[src/rtl/sync_fifo_flags.sv]
// rtl/sync_fifo_flags.sv - single-clock FIFO with occupancy count, almost flags and overflow/underflow pulses
// Define SYNC_FIFO_FLAGS_FWFT_EN for first-word-fall-through reads (BRAM prefetch into an output register).
module sync_fifo_flags #(
  parameter int DATA_WIDTH         = 8,
  parameter int ADDR_WIDTH         = 3,
  parameter int ALMOST_FULL_LEVEL  = 6,
  parameter int ALMOST_EMPTY_LEVEL = 2
) (
  input  logic                  clock,
  input  logic                  asyncResetN,
  input  logic                  writeEnable,
  input  logic [DATA_WIDTH-1:0] writeData,
  output logic                  full,
  output logic                  almostFull,
  output logic                  overflow,
  input  logic                  readEnable,
  output logic [DATA_WIDTH-1:0] readData,
  output logic                  empty,
  output logic                  almostEmpty,
  output logic                  underflow,
  output logic [ADDR_WIDTH:0]   count
);
  localparam int DEPTH = 1 << ADDR_WIDTH;
  localparam logic [ADDR_WIDTH:0]   DEPTH_C = {1'b1, {ADDR_WIDTH{1'b0}}};
  localparam logic [ADDR_WIDTH:0]   AF_C    = ALMOST_FULL_LEVEL[ADDR_WIDTH:0];
  localparam logic [ADDR_WIDTH:0]   AE_C    = ALMOST_EMPTY_LEVEL[ADDR_WIDTH:0];
  localparam logic [ADDR_WIDTH:0]   ONE_C   = {{ADDR_WIDTH{1'b0}}, 1'b1};
  localparam logic [ADDR_WIDTH-1:0] PTR_ONE = {{(ADDR_WIDTH-1){1'b0}}, 1'b1};

  logic [DATA_WIDTH-1:0] mem [DEPTH];
  logic [ADDR_WIDTH-1:0] wr_ptr;
  logic [ADDR_WIDTH-1:0] rd_ptr;
  logic [ADDR_WIDTH:0]   next_count;
  logic                  wr_acc;
  logic                  rd_acc;
  logic                  ram_rd;

  assign wr_acc = writeEnable && !full;
  assign rd_acc = readEnable && !empty;

  always_comb begin
    next_count = count;
    case ({wr_acc, rd_acc})
      2'b10:   next_count = count + ONE_C;
      2'b01:   next_count = count - ONE_C;
      default: next_count = count;
    endcase
  end

  // Storage has no reset so it maps onto block RAM.
  always_ff @(posedge clock) begin
    if (wr_acc) begin
      mem[wr_ptr] <= writeData;
    end
  end

  always_ff @(posedge clock or negedge asyncResetN) begin
    if (!asyncResetN) begin
      wr_ptr      <= '0;
      rd_ptr      <= '0;
      count       <= '0;
      full        <= 1'b0;
      almostFull  <= 1'b0;
      almostEmpty <= 1'b1;
      overflow    <= 1'b0;
      underflow   <= 1'b0;
    end else begin
      if (wr_acc) begin
        wr_ptr <= wr_ptr + PTR_ONE;
      end
      if (ram_rd) begin
        rd_ptr <= rd_ptr + PTR_ONE;
      end
      count       <= next_count;
      full        <= (next_count == DEPTH_C);
      almostFull  <= (next_count >= AF_C);
      almostEmpty <= (next_count <= AE_C);
      overflow    <= writeEnable && full;
      underflow   <= readEnable && empty;
    end
  end

`ifdef SYNC_FIFO_FLAGS_FWFT_EN
  // Two-stage prefetch: BRAM output register, then the visible output register.
  logic [ADDR_WIDTH:0]   ram_words;
  logic [ADDR_WIDTH:0]   next_ram_words;
  logic [DATA_WIDTH-1:0] ram_q;
  logic                  ram_q_valid;
  logic                  ram_q_move;

  assign ram_q_move = ram_q_valid && (empty || rd_acc);
  assign ram_rd     = (ram_words != '0) && (!ram_q_valid || ram_q_move);

  always_comb begin
    next_ram_words = ram_words;
    case ({wr_acc, ram_rd})
      2'b10:   next_ram_words = ram_words + ONE_C;
      2'b01:   next_ram_words = ram_words - ONE_C;
      default: next_ram_words = ram_words;
    endcase
  end

  always_ff @(posedge clock or negedge asyncResetN) begin
    if (!asyncResetN) begin
      ram_words   <= '0;
      ram_q       <= '0;
      ram_q_valid <= 1'b0;
      readData    <= '0;
      empty       <= 1'b1;
    end else begin
      ram_words <= next_ram_words;
      if (ram_rd) begin
        ram_q       <= mem[rd_ptr];
        ram_q_valid <= 1'b1;
      end else if (ram_q_move) begin
        ram_q_valid <= 1'b0;
      end
      if (ram_q_move) begin
        readData <= ram_q;
        empty    <= 1'b0;
      end else if (rd_acc) begin
        empty <= 1'b1;
      end
    end
  end
`else
  assign ram_rd = rd_acc;

  always_ff @(posedge clock or negedge asyncResetN) begin
    if (!asyncResetN) begin
      readData <= '0;
      empty    <= 1'b1;
    end else begin
      if (rd_acc) begin
        readData <= mem[rd_ptr];
      end
      empty <= (next_count == '0);
    end
  end
`endif

endmodule

[config.mk]
export PLATFORM = sky130hd
export DESIGN_NAME = sync_fifo_flags
export DESIGN_NICKNAME = d
export VERILOG_FILES = /design/src/rtl/sync_fifo_flags.sv
export SDC_FILE = /design/constraint.sdc
export NUM_CORES = 1
export LEC_CHECK = 0
export ABC_AREA = 1
export ABC_CLOCK_PERIOD_IN_PS = 6300
export BUFFER_PORTS_ARGS = -buffer_cell sky130_fd_sc_hd__buf_4
export CORE_ASPECT_RATIO = 0.9
export CORE_MARGIN = 2
export CORE_UTILIZATION = 50
export CTS_CLUSTER_DIAMETER = 200
export DETAILED_ROUTE_END_ITERATION = 12
export PLACE_DENSITY = 0.69
export SETUP_SLACK_MARGIN = 0.02
export SLEW_MARGIN = 10
export SYNTH_ARGS = -nofsm -noshare
export SYNTH_HDL_FRONTEND = slang
export SYNTH_SLANG_ARGS = --single-unit
[constraint.sdc]
create_clock -name clock -period 6.3 [get_ports clock]
set_clock_uncertainty 0.2 [all_clocks]
set_input_delay 0.63 -clock clock [delete_from_list [all_inputs] [get_ports clock]]
set_output_delay 0.63 -clock clock [all_outputs]
set_load 0.01 [all_outputs]
==> results_tabular.tex <==
\begin{tabular}{lr}
\hline
Metric & Value \\
\hline
\multicolumn{2}{l}{\textbf{Outcome}} \\
\quad Status & finished clean \\
\multicolumn{2}{l}{\textbf{Place}} \\
\quad Post-DP Area & 3870 um2 \\
\quad Pre-CTS worst setup slack & 3.80 ns \\
\quad DPL Wire Length & 4.44 mm \\
\quad Number of buffers inserted by port buffering & 29 \\
\quad Global placement routability congestion & 0.810 \\
\multicolumn{2}{l}{\textbf{CTS}} \\
\quad Cts repair resizes & 0 \\
\quad Longest Clk Path Bufs & 2 \\
\quad Number of buffers inserted during clock tree synthesis & 9 \\
\quad Clock Root Buffer & sky130\_fd\_sc\_hd\_\_clkbuf\_8 \\
\quad Post-CTS Setup Bufs & 0 \\
\quad Skew-Pair Late Insertion Delay & 0.34 ns \\
\quad H-Tree Level Count & 3 \\
\quad Post-cts hold buffer count & 1 \\
\quad Clock sink count & 88 \\
\quad Clock edge transition at the registers on the reported setup and hold paths & 0.08 ns \\
\quad TritonCTS clock tree & done \\
\multicolumn{2}{l}{\textbf{Route}} \\
\quad Router iterations before antenna repair & 4 \\
\quad Violation count after the first detailed-route iteration & 170 \\
\quad Number of vias after detailed routing & 2254 \\
\quad Wire length per cell & 16.5 um \\
\quad Total DRC errors in the routed layout & 0 \\
\quad Final antenna-violating net count & 0 \\
\quad Drt total wl & 6.97 mm \\
\quad DR vias/cell & 5.34 \\
\multicolumn{2}{l}{\textbf{Final layout}} \\
\quad Final Cell Area & 4090 um2 \\
\quad Net count, final & 340 \\
\quad N\_diodes & 0 \\
\quad Layout Area Growth over Synthesis & 14.6\% \\
\quad Leading cell type in the layout, fill and taps excluded & sky130\_fd\_sc\_hd\_\_edfxtp\_1 \\
\quad Leading cell types in the layout, fill and taps excluded & sky130\_fd\_sc\_hd\_\_edfxtp\_1, sky130\_fd\_sc\_hd\_\_nor2\_1, sky130\_fd\_sc\_hd\_\_nand2\_1 \\
\quad Count of filler cells inserted in the layout & 573 \\
\quad Share of post-route cells with drive strength above 1 & 0.185 \\
\multicolumn{2}{l}{\textbf{Min path}} \\
\quad Class of the most critical hold timing path & primary input to flop \\
\quad Cells on Worst Hold Path & 3 \\
\quad Worst min-delay path startpoint & readEnable \\
\quad Endpoint, Worst Hold & underflow \\
\multicolumn{2}{l}{\textbf{Floorplan}} \\
\quad Die Outline Area & 7820 um2 \\
\quad Die height & 84.1 um \\
\quad Number of I/O pins & 30 \\
\quad Placeable Area & 6970 um2 \\
\quad Number of placement rows & 29 \\
\quad Die W & 93.0 um \\
\quad Effective utilization at floorplan & 0.512 \\
\multicolumn{2}{l}{\textbf{Power and ir drop}} \\
\quad Fraction of power consumed by sequential logic & 0.444 \\
\quad Leakage dissipation & 0.00161 uW \\
\quad Net switching share of the total power & 0.364 \\
\quad Net switching power of the design & 693 uW \\
\quad Gate power share & 0.351 \\
\quad Internal Dissipation & 1210 uW \\
\quad Power per unit of standard cell area & 466 nW/um2 \\
\quad Part of the power in the clock network & 0.205 \\
\quad Peak supply drop & 210 uV \\
\multicolumn{2}{l}{\textbf{Logic synthesis}} \\
\quad Synth unique cells & 26 \\
\quad Number of storage elements in the synthesis netlist & 88 \\
\quad Synth async-reset ratio & 0.273 \\
\quad Post-synth EDFFs & 64 \\
\quad Warning count from the yosys run & 0 \\
\quad Top post-synthesis cells by area & sky130\_fd\_sc\_hd\_\_edfxtp\_1, sky130\_fd\_sc\_hd\_\_dfrtp\_1, sky130\_fd\_sc\_hd\_\_o21ai\_0, sky130\_fd\_sc\_hd\_\_nor2\_1, sky130\_fd\_sc\_hd\_\_nand2\_1 \\
\quad Synthesized netlist cell count & 292 \\
\quad Number of nets in the synthesized netlist & 308 \\
\quad Fraction of the yosys area taken by sequential cells & 0.708 \\
\quad Netlist area before placement & 3570 um2 \\
\quad Post-synthesis cell type with the largest combined area & sky130\_fd\_sc\_hd\_\_edfxtp\_1 \\
\quad Area fraction of the dominant cell type after synthesis & 0.539 \\
\quad Post-synthesis area per instance & 12.2 um2 \\
\quad Most used DFF post-synth & sky130\_fd\_sc\_hd\_\_edfxtp\_1 \\
\multicolumn{2}{l}{\textbf{Critical path}} \\
\quad Worst setup slack for register-to-register paths & 3.95 ns \\
\quad Worst r2r dst & readData[4] \\
\quad Required time at the endpoint of the critical path & 6.38 ns \\
\quad Worst endpoint data arrival time & 2.43 ns \\
\quad Reg2Reg Launch Point & rd\_ptr[0] \\
\quad Biggest fanout along the worst timing path & 35 \\
\quad Critical path launch point type & flop \\
\quad Path depth of the worst reg2reg path & 6 \\
\quad Worst Setup End Kind & flop \\
\quad Start-to-end type of the worst setup path & flop to flop \\
\multicolumn{2}{l}{\textbf{STA}} \\
\quad Achievable frequency & 425 MHz \\
\quad Number of hold violations in the final report & 0 \\
\quad Transition time of the tightest slew-check pin & 0.932 ns \\
\quad Headroom to the max-slew limit & 0.377 \\
\quad Final min period & 2.35 ns \\
\quad Final worst-path cycle share & 0.373 \\
\quad Final setup TNS & 0 ns \\
\quad Pins Over Slew Limit & 0 \\
\quad Worst Setup Slack, final & 3.95 ns \\
\quad Count of final setup violators & 0 \\
\quad RSZ-0062 raised after global routing & false \\
\multicolumn{2}{l}{\textbf{Global route}} \\
\quad First-pass GRT wire length & 11.3 mm \\
\quad Pin count of the biggest net entering global routing & 36 \\
\quad Via count of the first global-routing pass & 2208 \\
\quad All-layer global routing usage & 0.196 \\
\quad Final global-route overflow total & 0 \\
\quad Initial antenna violation count & 0 \\
\multicolumn{2}{l}{\textbf{Job}} \\
\quad Number of violations of the max-capacitance limit & 0 \\
\hline
\end{tabular}
logic make-up (layout without fill, tap and decap cells):
| family | Yosys count | after routing | synth area share |
|---|---|---|---|
| compound gates | 59 | 59 | 0.105 |
| xor+xnor | 5 | 5 | 0.0123 |
| simple gates | 104 | 104 | 0.127 |
| buf+inv | 32 | 69 | 0.0340 |
| flops | 88 | 88 | 0.708 |
| fa+ha+maj | 4 | 4 | 0.0140 |
state kept, by name, indices dropped and copies added (netlist names):
name,flops
underflow,1
full,1
almostEmpty,1
rd_ptr,3
empty,1
almostFull,1
count,4
overflow,1
mem,64
readData,8
wr_ptr,3
stage by stage:
step | power [uW] | utilization | hold slack (ns) | cells
final | 1900 | 0.587 | 0.284 | 422
after global placement | 1510 | 0.555 | 0.267 | 405
after detailed placement | 1530 | 0.555 | 0.273 | 405
after CTS | 1920 | 0.587 | 0.266 | 422
after floorplan | 1290 | - | 0.134 | 292
after global routing | 2050 | 0.587 | 0.287 | 422
power groups by stage:
| stage | registers (uW) | clock network (uW) | logic [uW] |
|---|---|---|---|
| after floorplan | 861 | 0 | 428 |
| after global placement | 856 | 0 | 650 |
| after detailed placement | 859 | 0 | 668 |
| after CTS | 847 | 401 | 672 |
| after global routing | 861 | 426 | 759 |
| final | 845 | 391 | 668 |
final cells by class:
cell class,instances,area (um2),share of cell area
clock inverters,1,6.26,0.00153
flip-flops and latches,88,2520,0.618
multi-input cells,172,920,0.225
well taps,93,116,0.0285
inverters,22,82.6,0.0202
repair buffers,31,235,0.0575
clock buffers,15,203,0.0496
critical path, cell delays in order (launching register included):
cell and delay (ns):
sky130_fd_sc_hd__dfrtp_1 0.36, sky130_fd_sc_hd__buf_4 0.24, sky130_fd_sc_hd__inv_1 0.72, sky130_fd_sc_hd__o21ai_0 0.22, sky130_fd_sc_hd__o221ai_1 0.29, sky130_fd_sc_hd__nand3_1 0.17
sky130_fd_sc_hd__nand2_1 0.09
metal layers:
layer  track usage  share of wire
met1         0.259           0.44
met2         0.323           0.49
met3        0.0488          0.056
met4        0.0602         0.0088
met5             0              0
cell usage after synthesis, types with 2 or more instances:
library cell,count
sky130_fd_sc_hd__clkbuf_1,8
sky130_fd_sc_hd__dfrtp_1,22
sky130_fd_sc_hd__dfstp_2,2
sky130_fd_sc_hd__edfxtp_1,64
sky130_fd_sc_hd__ha_1,4
sky130_fd_sc_hd__inv_1,20
sky130_fd_sc_hd__inv_2,2
sky130_fd_sc_hd__nand2_1,38
sky130_fd_sc_hd__nand2_2,7
sky130_fd_sc_hd__nand3_1,11
sky130_fd_sc_hd__nand3_2,2
sky130_fd_sc_hd__nor2_1,44
sky130_fd_sc_hd__o211ai_1,4
sky130_fd_sc_hd__o21ai_0,35
sky130_fd_sc_hd__o221ai_1,13
sky130_fd_sc_hd__o22ai_1,3
sky130_fd_sc_hd__xor2_1,4
worst max-delay path by stage:
stage / slack [ns] / startpoint / cells past startpoint / to
after floorplan: 4.11 / readEnable / 7 / almostFull
after global placement: 3.86 / readEnable / 14 / empty
after detailed placement: 3.80 / readEnable / 14 / empty
after CTS: 3.99 / rd_ptr[0] / 6 / readData[4]
after global routing: 3.76 / rd_ptr[0] / 6 / readData[4]
final: 3.95 / rd_ptr[0] / 6 / readData[4]
(Power assumes the default switching activity.)
